==> src/rtl/sudoku_pkg.sv <==
// Shared types and elaboration-time helpers for the Sudoku board datapath.
// group_cell maps (group, member) to a row-major cell index for any box size.
package sudoku_pkg;

    typedef enum logic [1:0] {
        ST_IDLE,
        ST_LOAD,
        ST_CHECK
    } state_t;

    function automatic int vw_of(input int box);
        return $clog2(box * box + 1);
    endfunction

    function automatic int iw_of(input int box);
        return $clog2(box * box * box * box);
    endfunction

    function automatic int ew_of(input int box);
        return $clog2(3 * box * box + 1);
    endfunction

    // Groups 0..N-1 are rows, N..2N-1 columns, 2N..3N-1 boxes (row-major).
    function automatic int unsigned group_cell(input int unsigned box,
                                               input int unsigned g,
                                               input int unsigned k);
        int unsigned n;
        int unsigned b;
        int unsigned r;
        int unsigned c;
        n = box * box;
        if (g < n) begin
            r = g;
            c = k;
        end else if (g < 2 * n) begin
            r = k;
            c = g - n;
        end else begin
            b = g - 2 * n;
            r = (b / box) * box + k / box;
            c = (b % box) * box + k % box;
        end
        return r * n + c;
    endfunction

endpackage

==> src/rtl/sudoku_group_check.sv <==
// Combinational check of one Sudoku group (row, column or box) of N cells.
// dup: some nonzero digit occurs twice; full: no blank cell in the group.
module sudoku_group_check
    import sudoku_pkg::*;
#(
    parameter  int BOX = 2,
    localparam int N   = BOX * BOX,
    localparam int VW  = vw_of(BOX)
) (
    input  logic [N*VW-1:0] vals,
    output logic            dup,
    output logic            full
);

    logic [(1<<VW)-1:0] seen;
    logic [VW-1:0]      v;

    always_comb begin
        seen = '0;
        dup  = 1'b0;
        full = 1'b1;
        v    = '0;
        for (int unsigned k = 0; k < N; k++) begin
            v = vals[k*VW +: VW];
            if (v == '0) begin
                full = 1'b0;
            end else begin
                if (seen[v]) dup = 1'b1;
                seen[v] = 1'b1;
            end
        end
    end

endmodule

==> src/rtl/sudoku_board_dp.sv <==
// Sudoku board datapath: board/given-mask storage, puzzle load, guarded player
// writes and a one-group-per-cycle solved/conflict scanner.
module sudoku_board_dp
    import sudoku_pkg::*;
#(
    parameter  int BOX   = 2,
    localparam int N     = BOX * BOX,
    localparam int CELLS = N * N,
    localparam int VW    = vw_of(BOX),
    localparam int IW    = iw_of(BOX),
    localparam int EW    = ew_of(BOX)
) (
    input  logic                clka,
    input  logic                restart_n,
    input  logic                load_start,
    input  logic                load_valid,
    input  logic [VW-1:0]       load_val,
    input  logic                wr_valid,
    input  logic [IW-1:0]       wr_idx,
    input  logic [VW-1:0]       wr_val,
    output logic                wr_ready,
    output logic                wr_reject,
    input  logic                check_req,
    output logic                busy,
    output logic                done,
    output logic                solved,
    output logic [EW-1:0]       err_count,
    output logic [CELLS-1:0]    fill_flag,
    output logic [CELLS-1:0]    fixed_mask,
    output logic [CELLS*VW-1:0] board
);

    localparam int             GROUPS  = 3 * N;
    localparam int             GW      = $clog2(GROUPS);
    localparam logic [GW-1:0]  G_LAST  = GW'(GROUPS - 1);
    localparam logic [IW-1:0]  LD_LAST = IW'(CELLS - 1);
    localparam logic [VW-1:0]  VMAX    = VW'(N);

    // Assertion is asynchronous; release is re-timed to clka.
    logic [1:0] rst_pipe;
    logic       rst_n;

    always_ff @(posedge clka or negedge restart_n) begin
        if (!restart_n) rst_pipe <= '0;
        else            rst_pipe <= {rst_pipe[0], 1'b1};
    end

    always_comb rst_n = rst_pipe[1];

    state_t          state;
    state_t          state_nxt;
    logic [VW-1:0]   cells [CELLS];
    logic [IW-1:0]   ld_cnt;
    logic [GW-1:0]   g;
    logic [EW-1:0]   dup_acc;
    logic [EW-1:0]   dup_sum;
    logic            full_acc;
    logic [N*VW-1:0] grp_vals;
    logic            grp_dup;
    logic            grp_full;
    logic            idx_ok;
    logic            wr_bad;
    logic [VW-1:0]   ld_val_s;

    always_ff @(posedge clka or negedge rst_n) begin
        if (!rst_n) state <= ST_IDLE;
        else        state <= state_nxt;
    end

    always_comb begin
        state_nxt = state;
        wr_ready  = 1'b0;
        busy      = 1'b0;
        case (state)
            ST_IDLE: begin
                wr_ready = 1'b1;
                if (load_start)     state_nxt = ST_LOAD;
                else if (check_req) state_nxt = ST_CHECK;
            end
            ST_LOAD: begin
                busy = 1'b1;
                if (load_start)                            state_nxt = ST_LOAD;
                else if (load_valid && ld_cnt == LD_LAST)  state_nxt = ST_IDLE;
            end
            ST_CHECK: begin
                busy = 1'b1;
                if (load_start)       state_nxt = ST_LOAD;
                else if (g == G_LAST) state_nxt = ST_IDLE;
            end
            default: state_nxt = ST_IDLE;
        endcase
    end

    if (CELLS == (1 << IW)) begin : g_idx_full
        always_comb idx_ok = 1'b1;
    end else begin : g_idx_part
        always_comb idx_ok = (wr_idx < IW'(CELLS));
    end

    always_comb begin
        wr_bad   = !idx_ok || (wr_val > VMAX) || fixed_mask[wr_idx];
        ld_val_s = (load_val > VMAX) ? '0 : load_val;
    end

    // Group member selection: constant cell map per group, muxed by g.
    always_comb begin
        grp_vals = '0;
        for (int unsigned gi = 0; gi < GROUPS; gi++) begin
            if (g == GW'(gi)) begin
                for (int unsigned k = 0; k < N; k++) begin
                    grp_vals[k*VW +: VW] = cells[group_cell(BOX, gi, k)];
                end
            end
        end
    end

    sudoku_group_check #(.BOX(BOX)) u_group_check (
        .vals (grp_vals),
        .dup  (grp_dup),
        .full (grp_full)
    );

    always_comb dup_sum = dup_acc + EW'(grp_dup);

    always_ff @(posedge clka or negedge rst_n) begin
        if (!rst_n) begin
            cells      <= '{default: '0};
            fixed_mask <= '0;
            ld_cnt     <= '0;
            g          <= '0;
            dup_acc    <= '0;
            full_acc   <= 1'b0;
            err_count  <= '0;
            solved     <= 1'b0;
            done       <= 1'b0;
            wr_reject  <= 1'b0;
        end else begin
            done      <= 1'b0;
            wr_reject <= 1'b0;
            if (load_start) begin
                cells      <= '{default: '0};
                fixed_mask <= '0;
                solved     <= 1'b0;
                err_count  <= '0;
                ld_cnt     <= '0;
            end else begin
                case (state)
                    ST_IDLE: begin
                        if (wr_valid) begin
                            if (wr_bad) begin
                                wr_reject <= 1'b1;
                            end else begin
                                cells[wr_idx] <= wr_val;
                                solved        <= 1'b0;
                            end
                        end
                        if (check_req) begin
                            g        <= '0;
                            dup_acc  <= '0;
                            full_acc <= 1'b1;
                        end
                    end
                    ST_LOAD: begin
                        if (load_valid) begin
                            cells[ld_cnt]      <= ld_val_s;
                            fixed_mask[ld_cnt] <= (ld_val_s != '0);
                            ld_cnt             <= ld_cnt + 1'b1;
                        end
                    end
                    ST_CHECK: begin
                        g        <= g + 1'b1;
                        dup_acc  <= dup_sum;
                        full_acc <= full_acc & grp_full;
                        if (g == G_LAST) begin
                            err_count <= dup_sum;
                            solved    <= (dup_sum == '0) && full_acc && grp_full;
                            done      <= 1'b1;
                        end
                    end
                    default: ;
                endcase
            end
        end
    end

    always_comb begin
        board     = '0;
        fill_flag = '0;
        for (int unsigned i = 0; i < CELLS; i++) begin
            board[i*VW +: VW] = cells[i];
            fill_flag[i]      = (cells[i] != '0);
        end
    end

endmodule

==> config.mk <==
export PLATFORM = sky130hd
export DESIGN_NAME = sudoku_board_dp
export DESIGN_NICKNAME = d
export VERILOG_FILES = /design/src/rtl/sudoku_pkg.sv /design/src/rtl/sudoku_group_check.sv /design/src/rtl/sudoku_board_dp.sv
export SDC_FILE = /design/constraint.sdc
export NUM_CORES = 1
export LEC_CHECK = 0
export CORE_UTILIZATION = 30
export CTS_BUF_LIST = sky130_fd_sc_hd__clkbuf_16
export DETAILED_ROUTE_END_ITERATION = 10
export PLACE_DENSITY = 0.5
export SETUP_SLACK_MARGIN = 0.1
export SLEW_MARGIN = 20
export SYNTH_ARGS = -nofsm -noshare
export SYNTH_HDL_FRONTEND = slang
export SYNTH_SLANG_ARGS = --single-unit
==> constraint.sdc <==
create_clock -name clka -period 7.1 [get_ports clka]
set_input_delay 1.42 -clock clka [delete_from_list [all_inputs] [get_ports clka]]
set_output_delay 1.42 -clock clka [all_outputs]
set_load 0.05 [all_outputs]
==> out/metrics.csv, run 1 <==
stage;metric;value;unit
timing;TNS Setup;0;ns
yosys;Synth Cell Area;6980;um2
pwr;Tot Pwr;2150;uW
drt;routed vias/inst;6.08;
drt;first drt pass iteration count;5;
critical_path;Worst R2R Path Depth;17;
timing;FMAX;204;MHz
floorplanning;Die Footprint;23900;um2
pwr;Leakage;0.00314;uW
timing;Clock Skew;0.00668;ns
timing;final max-slew violation count;0;
final_layout;Ant. Diodes;0;
place;port buffer count;104;
grt;total global-route track usage;22.7;%
final_layout;layout cells sized above 1;10.7;%
final_layout;Layout area overhead;20.3;%
final_layout;Layout Utilization;36.9;%
critical_path;Crit Path Class;reg -> reg;
floorplanning;num ports;105;
grt;first-pass GRT wire length;41600;um
pwr;power per cell area;256;nW/um2
clock_network;clk buf depth;2;
yosys;Post-Syn Nets;846;
critical_path;Worst Path Required;7.37;ns
floorplanning;Die Wd;154;um
timing;Max transition margin;26.3;%
critical_path;Worst setup SP type;register;
clock_network;# hold bufs at CTS;0;
final_layout;fin nets;900;
floorplanning;total core area;22700;um2
clock_network;clock buffer count from CTS;9;
timing;setup repair after global routing missed its margin;no;
clock_network;clk_lat worst skew;0.34;ns
yosys;yosys warns;0;
yosys;register area share after synthesis;31.6;%
yosys;largest cells by area after synthesis;dfrtp_1 (32%), mux2_2 (8.1%), o22ai_1 (4.8%);
yosys;syn_area_per_cell;8.55;um2
clock_network;# clock sinks;88;
timing;final worst-path cycle share;69.0;%
clock_network;Root Driver;clkbuf_16;
yosys;top cell type by total area after synthesis;dfrtp_1;
clock_network;CTS HTree Levels;3;
drt;# DRC;0;
place;routability cong.;0.890;
critical_path;CP arrival;5.17;ns
critical_path;CP Capture Type;register;
yosys;Most used DFF post-synth;dfrtp_1;
drt;DR vias;7051;
yosys;FFs w/ async S/R, synth;100;%
yosys;Yosys reg bits;88;
yosys;Post-synth EDFFs;0;
drt;drt initial violations;725;
final_layout;# fillers;2367;
pwr;VDD IR max;190;uV
floorplanning;Initial Utilization;30.7;%
timing;worst-margin pin slew;1.10;ns
final_layout;most common cell after layout, fill and taps aside;clkdlybuf4s50_1;
critical_path;crit-path max FO;31;
clock_network;PostCTS Resize Cnt;0;
timing;Hold Vio Cnt, Final;0;
final_layout;most frequent cells in the layout;clkdlybuf4s50_1 (103), dfrtp_1 (87), nand2_1 (72), a21oi_1 (63), o22ai_1 (54);
run;max-cap violation count;0;
grt;GRT overflow;0;
drt;Total Wirelength;26800;um
yosys;Mapped Cells;816;
drt;Post-DRT Antenna Nets;0;
place;DP HPWL;18800;um
grt;pin count of the biggest net entering global routing;52;
floorplanning;Die Y;154;um
timing;final setup vio count;0;
hold_path;Worst Hold Class;reg -> async;
clock_network;CTS tree;built;
clock_network;Setup Fix Bufs, Post-CTS;0;
grt;initial antenna violation count;0;
yosys;synth unique cells;79;
yosys;fraction of synthesized cell area taken by the top area cell type;31.6;%
floorplanning;row cnt;55;
drt;wire per inst;23.1;um
timing;min Tclk post-route;4.90;ns
run_status;status;completed;
clock_network;Worst-path clk slew;0.06;ns
grt;vias in the first global route;6635;
## power by group
part | switching (uW) | total, uW | internal, uW | leakage (uW)
clock | 200 | 466 | 267 | 0.000143
combinational | 696 | 1090 | 393 | 0.00178
sequential | 61.0 | 596 | 535 | 0.00121
total | 956 | 2150 | 1200 | 0.00314
## cell usage after synthesis (all sizes together), types with 15 or more instances
| master | n |
|---|---|
| nand3 | 34 |
| nor2b | 36 |
| nand2 | 72 |
| nor2 | 29 |
| a21oi | 65 |
| clkbuf | 40 |
| inv | 24 |
| dfrtp | 88 |
| buf | 32 |
| a31oi | 18 |
| mux2 | 50 |
| o22ai | 55 |
| o21a | 18 |
| a311oi | 16 |
| o21ai | 40 |
| nand3b | 15 |
| a211oi | 16 |
| or3 | 18 |
## cell families (layout without fill, tap and decap cells)
kind of cell | Yosys count | in the layout | share of synthesized area, %
AO/OA/AOI/OAI | 298 | 298 | 29.3
XOR/XNOR | 12 | 12 | 1.51
adder cells (fa/ha/maj) | 14 | 14 | 2.51
buffers and inverters | 97 | 156 | 6.33
flip-flops | 88 | 88 | 31.6
multiplexers | 58 | 58 | 9.94
other | 1 | 1 | 0.0538
AND/OR/NAND/NOR | 248 | 248 | 18.7
## flip-flops by register name (all words and copies together), names as in the netlist
name / flops
g: 4
fixed_mask: 16
rst_pipe: 2
done: 1
wr_reject: 1
solved: 1
full_acc: 1
state: 2
err_count: 4
board: 48
ld_cnt: 4
dup_acc: 4
## critical path: stages (launching register included)
cell and delay (ns):
dfrtp_1 0.43, inv_1 0.09, ha_2 0.37, buf_4 0.31, or2_2 0.38, o311ai_0 0.40, o21ai_0 0.18, a21oi_1 0.75
xnor2_1 0.19, nor4_1 0.08, a31oi_1 0.19, o2111a_1 0.21, nand3_1 0.11, ha_1 0.25, ha_1 0.32, nor4_1 0.28
nand4_1 0.12, o21ai_1 0.14
## metal layers
layer	track usage [%]	wire length, um	up-vias
met1	34.5	12800	3466
met4	5.70	478	0
met3	2.24	1800	33
li1	-	-	3215
met2	33.9	11700	337
met5	0	0	-
## per-stage QoR
| stage | worst slack [ns] | hold slack (ns) | area, um2 | instances |
|---|---|---|---|---|
| finish | 2.20 | 0.310 | 8390 | 1160 |
| global route | 1.80 | 0.360 | 8390 | 1160 |
| CTS | 2.25 | 0.345 | 8390 | 1160 |
| detailed placement | 2.07 | 0.337 | 8110 | 1144 |
| global placement | 2.07 | 0.334 | 8110 | 1144 |
| floorplan | 3.53 | 0.331 | 6980 | 816 |
## path summary, 6_finish.rpt
| kind | from | endpoint | slack, ns |
|---|---|---|---|
| setup / recovery | g[0] | solved | 2.20 |
| hold / removal | rst_pipe[1] | err_count[3] | 0.31 |
| setup reg to reg | g[0] | solved | 2.20 |
| hold reg to reg | rst_pipe[1] | err_count[3] | 0.31 |
| max in group asynchronous | restart_n | rst_pipe[1] | 5.73 |
| min in group clka | rst_pipe[0] | rst_pipe[1] | 0.35 |
## area by class of cell
type                    count  area, um2  share of cell area (%)
clock buffers               9        225                    2.68
clock inverters             7       55.1                   0.656
inverters                  25       93.8                    1.12
multi-input cells         631       4330                    51.7
flip-flops and latches     88       2210                    26.3
well taps                 285        357                    4.25
repair buffers            115       1120                    13.3
(Power assumes the default switching activity.)
==> inputs of run 2 (changes only) <==
--- a/config.mk
+++ b/config.mk
@@ -8,7 +8,7 @@
 export CORE_UTILIZATION = 30
 export CTS_BUF_LIST = sky130_fd_sc_hd__clkbuf_16
 export DETAILED_ROUTE_END_ITERATION = 10
-export PLACE_DENSITY = 0.5
+export PLACE_DENSITY = 0.52
 export SETUP_SLACK_MARGIN = 0.1
 export SLEW_MARGIN = 20
 export SYNTH_ARGS = -nofsm -noshare
==> constraint.sdc (replaced) <==
create_clock -name clka -period 4.49 [get_ports clka]
set_input_delay 0.898 -clock clka [delete_from_list [all_inputs] [get_ports clka]]
set_output_delay 0.898 -clock clka [all_outputs]
set_load 0.05 [all_outputs]
==> run 2 against run 1 <==
Net effect:
- die area did not move
- setup slack got worse by 1.9 ns
- maximum frequency rose by 18%
- total power rose by 63%
- design area rose by 4.5%
==> out/metrics.csv, run 2 (synthesized netlist as in run 1, its figures left out) <==
stage;metric;value;unit
run_status;status;completed;
floorplanning;row cnt;55;
final_layout;most common cell after layout, fill and taps aside;clkdlybuf4s50_1;
timing;final worst-path cycle share;92.3;%
pwr;combinational share of power;52.7;%
drt;first drt pass iteration count;5;
clock_network;Worst-path clk slew;0.07;ns
final_layout;Layout area overhead;25.7;%
floorplanning;Initial Utilization;30.7;%
grt;GRT overflow;0;
timing;final setup vio count;0;
drt;# DRC;0;
place;routability cong.;0.940;
place;placed instance area;8300;um2
place;worst slack, placed;0.223;ns
pwr;Switching Share;44.7;%
clock_network;clk_lat worst skew;0.35;ns
pwr;Sw Pwr;1570;uW
clock_network;Root Driver;clkbuf_16;
final_layout;area occupied by multi-input gates;4440;um2
final_layout;most frequent cells in the layout;clkdlybuf4s50_1 (103), dfrtp_1 (86), nand2_1 (71), a21oi_1 (63), o22ai_1 (54);
floorplanning;num ports;105;
grt;total global-route track usage;22.9;%
grt;vias in the first global route;6657;
critical_path;Crit Path Class;reg -> reg;
timing;FMAX;241;MHz
timing;Clock Skew;0.0129;ns
drt;wire per inst;22.8;um
pwr;sequential share of power;26.9;%
timing;Hold Vio Cnt, Final;0;
place;Placed Cells;1169;
grt;initial antenna violation count;1;
timing;min Tclk post-route;4.14;ns
final_layout;layout cells sized above 1;16.1;%
drt;Total Wirelength;27200;um
run;max-cap violation count;0;
floorplanning;Die Footprint;23900;um2
drt;DR vias;7282;
grt;pin count of the biggest net entering global routing;48;
grt;first-pass GRT wire length;41600;um
final_layout;Ant. Diodes;0;
final_layout;# fillers;2344;
place;DP HPWL;19300;um
clock_network;CTS tree;built;
critical_path;CP Capture Type;register;
timing;Max transition margin;23.6;%
clock_network;# hold bufs at CTS;0;
clock_network;CTS HTree Levels;3;
final_layout;fin nets;936;
clock_network;# clock sinks;88;
final_layout;final cell count without fillers;1196;
drt;Post-DRT Antenna Nets;0;
place;port buffer count;104;
critical_path;CP arrival;4.42;ns
timing;TNS Setup;0;ns
critical_path;crit-path max FO;7;
final_layout;number of flip-flops in the largest register;48;
timing;final max-slew violation count;0;
hold_path;Worst Hold Class;reg -> async;
drt;routed vias/inst;6.09;
final_layout;design area;8770;um2
critical_path;Worst Path Required;4.76;ns
pwr;clock share of power;20.5;%
pwr;power per cell area;401;nW/um2
pwr;P_int;1940;uW
pwr;Leakage;0.00333;uW
pwr;VDD IR max;341;uV
floorplanning;Die Wd;154;um
clock_network;clk buf depth;2;
timing;Final WS setup;0.346;ns
critical_path;Worst setup SP type;register;
timing;Fin Hold WS;0.317;ns
clock_network;clock buffer count from CTS;9;
drt;drt initial violations;877;
floorplanning;Die Y;154;um
timing;setup repair after global routing missed its margin;no;
final_layout;FF/Latch Area;2210;um2
timing;worst-margin pin slew;1.14;ns
floorplanning;total core area;22700;um2
-- run 2: cell types whose count changed in the layout (fill, tap and decap cells not counted), sizes merged --
| cell | previous run | this run |
|---|---|---|
| bufinv | 1 | 0 |
| clkinv | 6 | 5 |
| inv | 25 | 26 |
| clkinvlp | 0 | 1 |
| clkbuf | 9 | 10 |
| buf | 12 | 47 |
-- run 2: cell type report --
cell class / instances / share of cell area (%)
Tap cell: 285 / 4.07
Inverter: 25 / 1.11
Clock inverter: 7 / 0.571
Clock buffer: 9 / 2.57
Sequential cell: 88 / 25.2
Timing Repair Buffer: 151 / 15.9
Multi-Input combinational cell: 631 / 50.6
-- run 2: stage by stage --
step | utilization, % | power (uW)
after floorplan | - | 2220
after global placement | 36.5 | 2700
after detailed placement | 36.5 | 2690
after CTS | 37.7 | 3430
after global routing | 38.6 | 3710
final | 38.6 | 3520
-- run 2: power by group through the flow --
stage / Combinational (uW) / Clock (uW) / Sequential [uW]
2_1_floorplan: 1200 / 0 / 1020
3_3_place_gp: 1740 / 0 / 955
3_5_place_dp: 1740 / 0 / 956
4_1_cts: 1750 / 737 / 940
5_1_grt: 2000 / 760 / 953
6_report: 1850 / 719 / 944
-- run 2: routing by layer --
metal | vias to the layer above | global-route usage (%) | wire length, um
li1 | 3276 | - | -
met1 | 3541 | 34.0 | 12500
met2 | 418 | 33.4 | 11600
met3 | 47 | 4.12 | 2410
met4 | 0 | 6.65 | 714
met5 | - | 0 | 0
-- run 2: critical path: stages (launching register included) --
cell,delay (ns)
dfrtp_2,0.42
inv_1,0.13
ha_4,0.23
clkbuf_2,0.16
or2_2,0.39
o311ai_2,0.35
o21ai_0,0.23
a21oi_2,0.33
buf_4,0.19
nor4_1,0.05
a31oi_1,0.20
o2111a_1,0.22
nand3_1,0.11
ha_1,0.22
ha_1,0.32
nor4_2,0.26
nand4_1,0.12
o21ai_1,0.14
-- run 2: final timing paths --
check	to	slack, ns	cells after the start	startpoint
max in group asynchronous	board[8]	3.14	1	rst_pipe[1]
min reg2reg	err_count[0]	0.32	0	rst_pipe[1]
min in group clka	rst_pipe[1]	0.36	0	rst_pipe[0]
max	solved	0.35	17	g[0]
max reg2reg	solved	0.35	17	g[0]
min	err_count[0]	0.32	0	rst_pipe[1]
-- run 2: timing repair --
item / 4_1_cts / 5_1_grt
buffers inserted: 0 / 11
gates resized for setup: 0 / 29
endpoints found under the hold margin: 0 / 0
setup endpoints to repair: 0 / 3
